### config.mk
export PLATFORM = sky130hd
export DESIGN_NAME = mul_datapath
export DESIGN_NICKNAME = d
export VERILOG_FILES = /design/src/rtl/mul_datapath.sv
export SDC_FILE = /design/constraint.sdc
export NUM_CORES = 1
export LEC_CHECK = 0
export CAP_MARGIN = 15
export CORE_ASPECT_RATIO = 0.6
export CORE_UTILIZATION = 30
export CTS_BUF_LIST = sky130_fd_sc_hd__clkbuf_4
export DETAILED_ROUTE_END_ITERATION = 8
export GPL_TIMING_DRIVEN = 0
export REMOVE_ABC_BUFFERS = 1
export SYNTH_ARGS = -nofsm -noshare
export SYNTH_HDL_FRONTEND = slang
export SYNTH_SLANG_ARGS = --single-unit
### constraint.sdc
create_clock -name clk -period 2.3 [get_ports clk]
set_input_delay 0.23 -clock clk [delete_from_list [all_inputs] [get_ports clk]]
set_output_delay 0.23 -clock clk [all_outputs]
set_load 0.1 [all_outputs]
### src/rtl/mul_datapath.sv
// mul_datapath: register datapath for a shift-free add-and-decrement multiplier.
// R1 is the loop counter (smaller operand), R2/R4 hold the addend and R3
// accumulates the product. All sequencing comes from an external control unit
// through the load/clear/decrement strobes; the datapath only reports OR_R1 and
// CMP_L_R1 back combinationally so the control unit can branch in-cycle.
// Optional build macro: MUL_DATAPATH_ITER_CNT_EN adds the Iter output, a
// saturating count of cycles in which R1 actually decremented.
module mul_datapath #(
  parameter int WIDTH = 8
) (
  input  logic               clk,
  input  logic               rst,
  input  logic [WIDTH-1:0]   A,
  input  logic [WIDTH-1:0]   B,
  input  logic               L_R1,
  input  logic               L_R2,
  input  logic               L_R3,
  input  logic               L_R4,
  input  logic               R_R3,
  input  logic               Dec_R1,
  input  logic               Sel_R1,
  input  logic               Sel_R2,
  input  logic               S_R,
  input  logic               R_R,
  output logic               OR_R1,
  output logic               CMP_L_R1,
  output logic [2*WIDTH-1:0] P,
`ifdef MUL_DATAPATH_ITER_CNT_EN
  output logic [WIDTH-1:0]   Iter,
`endif
  output logic               Ready
);

  logic [WIDTH-1:0]   r1;
  logic [WIDTH-1:0]   r2;
  logic [2*WIDTH-1:0] r3;
  logic [2*WIDTH-1:0] r4;
  logic               ready;

  // R1 actually moves down only when decrementing without a load and not already at zero
  logic               r1_dec_ok;
  assign r1_dec_ok = Dec_R1 && !L_R1 && (r1 != '0);

  // R1: load (from R2 or A) has priority over the non-wrapping decrement
  always_ff @(posedge clk) begin
    if (rst) begin
      r1 <= '0;
    end else if (L_R1) begin
      r1 <= Sel_R1 ? r2 : A;
    end else if (r1_dec_ok) begin
      r1 <= r1 - 1'b1;
    end
  end

  // R2: loads from R1 or B; pre-edge R1 is used so a simultaneous R1 load swaps
  always_ff @(posedge clk) begin
    if (rst) begin
      r2 <= '0;
    end else if (L_R2) begin
      r2 <= Sel_R2 ? r1 : B;
    end
  end

  // R4: zero-extended copy of R2 used as the loop addend
  always_ff @(posedge clk) begin
    if (rst) begin
      r4 <= '0;
    end else if (L_R4) begin
      r4 <= {{WIDTH{1'b0}}, r2};
    end
  end

  // R3: accumulator; clear wins over accumulate, sum wraps at 2*WIDTH bits
  always_ff @(posedge clk) begin
    if (rst) begin
      r3 <= '0;
    end else if (R_R3) begin
      r3 <= '0;
    end else if (L_R3) begin
      r3 <= r3 + r4;
    end
  end

  // Ready flag: clear has priority over set
  always_ff @(posedge clk) begin
    if (rst) begin
      ready <= 1'b0;
    end else if (R_R) begin
      ready <= 1'b0;
    end else if (S_R) begin
      ready <= 1'b1;
    end
  end

`ifdef MUL_DATAPATH_ITER_CNT_EN
  logic [WIDTH-1:0] iter_cnt;

  // Iteration counter: clears with the accumulator, saturates at all-ones
  always_ff @(posedge clk) begin
    if (rst) begin
      iter_cnt <= '0;
    end else if (R_R3) begin
      iter_cnt <= '0;
    end else if (r1_dec_ok && (iter_cnt != {WIDTH{1'b1}})) begin
      iter_cnt <= iter_cnt + 1'b1;
    end
  end

  assign Iter = iter_cnt;
`endif

  // Status back to the control unit is combinational so it can branch in the same cycle
  assign OR_R1    = |r1;
  assign CMP_L_R1 = (r1 < r2);
  assign P        = r3;
  assign Ready    = ready;

endmodule
==> impl_metrics.json <==
{
  "seqPwrFrac_pct": 49.6,
  "path_delay_family": "buffers and inverters",
  "synth.ff_latch_count": 41,
  "yosysUniqueCellTypes": 47,
  "grt_use_total_pct": 14.5,
  "hold_slack_ns": 0.353,
  "gp_congestion": 0.796,
  "areaGrowthSynthToFinish_pct": 26.3,
  "r2r_slack_ns": 0.19,
  "grt_max_degree": 32,
  "grt_pass1_vias": 1782,
  "required_ns": 2.07,
  "yosysSeqAreaShare_pct": 34.1,
  "n_antenna_cell": 0,
  "ys_async_sr_fraction_pct": 0,
  "syn_inst": 266,
  "cts_tree": "yes",
  "synth_top_area_share_pct": 34.1,
  "synth_edf_count": 0,
  "slew_headroom_pct": 34.6,
  "pre_cts_slack_ns": -0.522,
  "cts.sinks": 41,
  "rr_endpoint": "P[8]",
  "setup_violations": 0,
  "drv_cap": 0,
  "finalCriticalPeriod_ns": 2.18,
  "crit_chain": "clkdlybuf4s50_1",
  "synth_flop_cell": "dfxtp_1",
  "hold_class": "in -> reg",
  "synth_area_um2": 2410,
  "powerDensity_nw_per_um2": 519,
  "layout_commonest_cell": "clkdlybuf4s50_1",
  "wirelength_mm": 5.75,
  "setup_slack_ns": 0.118,
  "cts-root-buf": "clkbuf_4",
  "cpMaxStageDelayCell": "clkdlybuf4s50_1",
  "synth_xor_area_share_pct": 2.91,
  "synth_top_family_by_area": "compound AO/OA/AOI/OAI gates",
  "switching_power_w": 0.000528,
  "synth_mux_area_share_pct": 14.2,
  "std_cell_rows": 24,
  "final_antenna_net_count": 0,
  "fin_crit_sh_pct": 94.9,
  "ys_top_cells_by_area": "dfxtp_1, mux2i_1, ha_1, a211oi_1, nor2_1",
  "clkPwrFrac_pct": 24.1,
  "ys.warnings.count": 0,
  "dieWidth_um": 118,
  "clkSlewWorstSetupHoldPaths_ns": 0.12,
  "crit_start": "P[1]",
  "critical_path.endpoint": "P[1]",
  "firstDrtPassIters": 4,
  "path_class": "reg -> out",
  "start_util_pct": 32.1,
  "ios": 47,
  "intPower_w": 0.00105,
  "htreeDepth": 2,
  "synth-simple-area-share_pct": 16.5,
  "tightest_slew_ns": 0.977,
  "peakVddDrop_uv": 228,
  "fill_cells": 767,
  "grt_pass1_wl_mm": 9.45,
  "io_buffers": 46,
  "cts_buffer_depth": 2,
  "power_w": 0.00158,
  "slew_violations": 0,
  "path_max_fanout": 4,
  "rsz0062_at_grt": "no",
  "postCtsSetupBuffers": 0,
  "p_leak_nw": 1.30,
  "max_freq_mhz": 458,
  "overflow": 0,
  "p_comb_share_pct": 26.3,
  "clk_latency_ns": 0.36,
  "slowest_delay_ns": 1.17,
  "die_h_um": 71.4,
  "nNetsFinal": 352,
  "path_buf_inv": 1,
  "drive_above_1_share_pct": 7.82,
  "cts_buffers": 5,
  "dieArea_um2": 8400,
  "worstPathArrival_ns": 1.95,
  "wl_per_cell_um": 14.0,
  "drc": 0,
  "final_cell_mix": "clkdlybuf4s50_1, dfxtp_1, nor2_1, mux2i_1, a211oi_1",
  "yosys.area_share.adder_pct": 9.67,
  "postSynthAreaPerCell_um2": 9.05,
  "yosysTopAreaCell": "dfxtp_1",
  "vias_per_cell": 4.93,
  "first_iter_violations": 129,
  "cp_num_cells": 1,
  "finClkSkew_ns": 0.0134,
  "hold_start": "rst",
  "swShare_pct": 33.5,
  "dp.cells": 402,
  "antenna_found_initial": 0,
  "end_kind": "output port",
  "stdcell_count": 411,
  "r2r_start": "P[0]",
  "dr_total_vias": 2025,
  "core_area_um2": 7510,
  "dp_hpwl_mm": 4.40,
  "status": "finished, final reports clean",
  "synth_compound_area_share_pct": 18.0,
  "reg2reg_depth": 7,
  "final_hold_viol_count": 0,
  "start_kind": "flop"
}
final cells by class:
type                            instances  area, µm²  area share, %
Multi-Input combinational cell        199       1500           49.3
Sequential cell                        41        825           27.1
Timing Repair Buffer                   47        485           16.0
Tap cell                              104        130           4.28
Clock buffer                            6       45.0           1.48
Inverter                               12       45.0           1.48
Clock inverter                          2       10.0          0.329
synthesized netlist by cell type (all sizes together), types with 6 or more instances:
library cell and count:
nor3 7, o21ai 6, xor2 6, a211oi 22, ha 17, nand2 10, mux2i 33, nor2 38
inv 12, clkbuf 11, dfxtp 41, a21oi 6
worst register-to-register path, cell delays in order (launching register included):
cell,delay [ns]
dfxtp_1,0.34
ha_1,0.22
fa_1,0.42
a211oi_1,0.37
o211ai_1,0.26
nand3_1,0.17
xor2_1,0.16
nor2_1,0.05
per-layer routing:
metal | vias up | part of all wire (%) | global-route usage (%)
met3 | 8 | 6.4 | 4.78
met2 | 65 | 33 | 16.9
met4 | 0 | 1.1 | 4.27
li1 | 1052 | - | -
met1 | 900 | 59 | 23.5
met5 | - | 0 | 0
sequential cells by signal, summed over array words and instances (netlist names):
register / cells
r4: 8
r1: 8
r2: 8
P: 16
Ready: 1
worst min path at each step:
| stage | endpoint | slack [ns] | cells after the start |
|---|---|---|---|
| 2_1_floorplan | r1[6] | 0.29 | 1 |
| 3_3_place_gp | P[15] | 0.46 | 2 |
| 3_5_place_dp | P[15] | 0.48 | 2 |
| 4_1_cts | Ready | 0.37 | 2 |
| 5_1_grt | r1[1] | 0.33 | 2 |
| 6_report | r2[1] | 0.35 | 2 |
cell families (layout without fill, tap and decap cells):
logic type / after synthesis / after routing
flip-flops: 41 / 41
multiplexers: 34 / 34
XOR/XNOR: 8 / 8
adder cells (fa/ha/maj): 18 / 18
AO/OA/AOI/OAI: 56 / 56
buffers and inverters: 26 / 67
AND/OR/NAND/NOR: 83 / 83
through the flow:
stage / TNS, ns / util [%] / area, µm²
after floorplan: -1.20 / - / 2340
after global placement: -2.31 / 39.0 / 2930
after detailed placement: -2.58 / 39.0 / 2930
after CTS: 0 / 40.0 / 3000
after global routing: 0 / 40.5 / 3040
final: 0 / 40.5 / 3040
power groups by stage:
stage,Sequential (W),Clock [W],Combinational [W]
after global routing,0.000790,0.000427,0.000453
final,0.000782,0.000380,0.000415
after global placement,0.000797,0,0.000387
after detailed placement,0.000798,0,0.000392
after floorplan,0.000808,0,0.000235
after CTS,0.000782,0.000401,0.000403
repair_timing:
action	4_1_cts	5_1_grt
pin swaps	0	1
gates resized for setup	19	5
hold buffers	0	0
setup endpoints to repair	4	2
(Power assumes the default switching activity.)
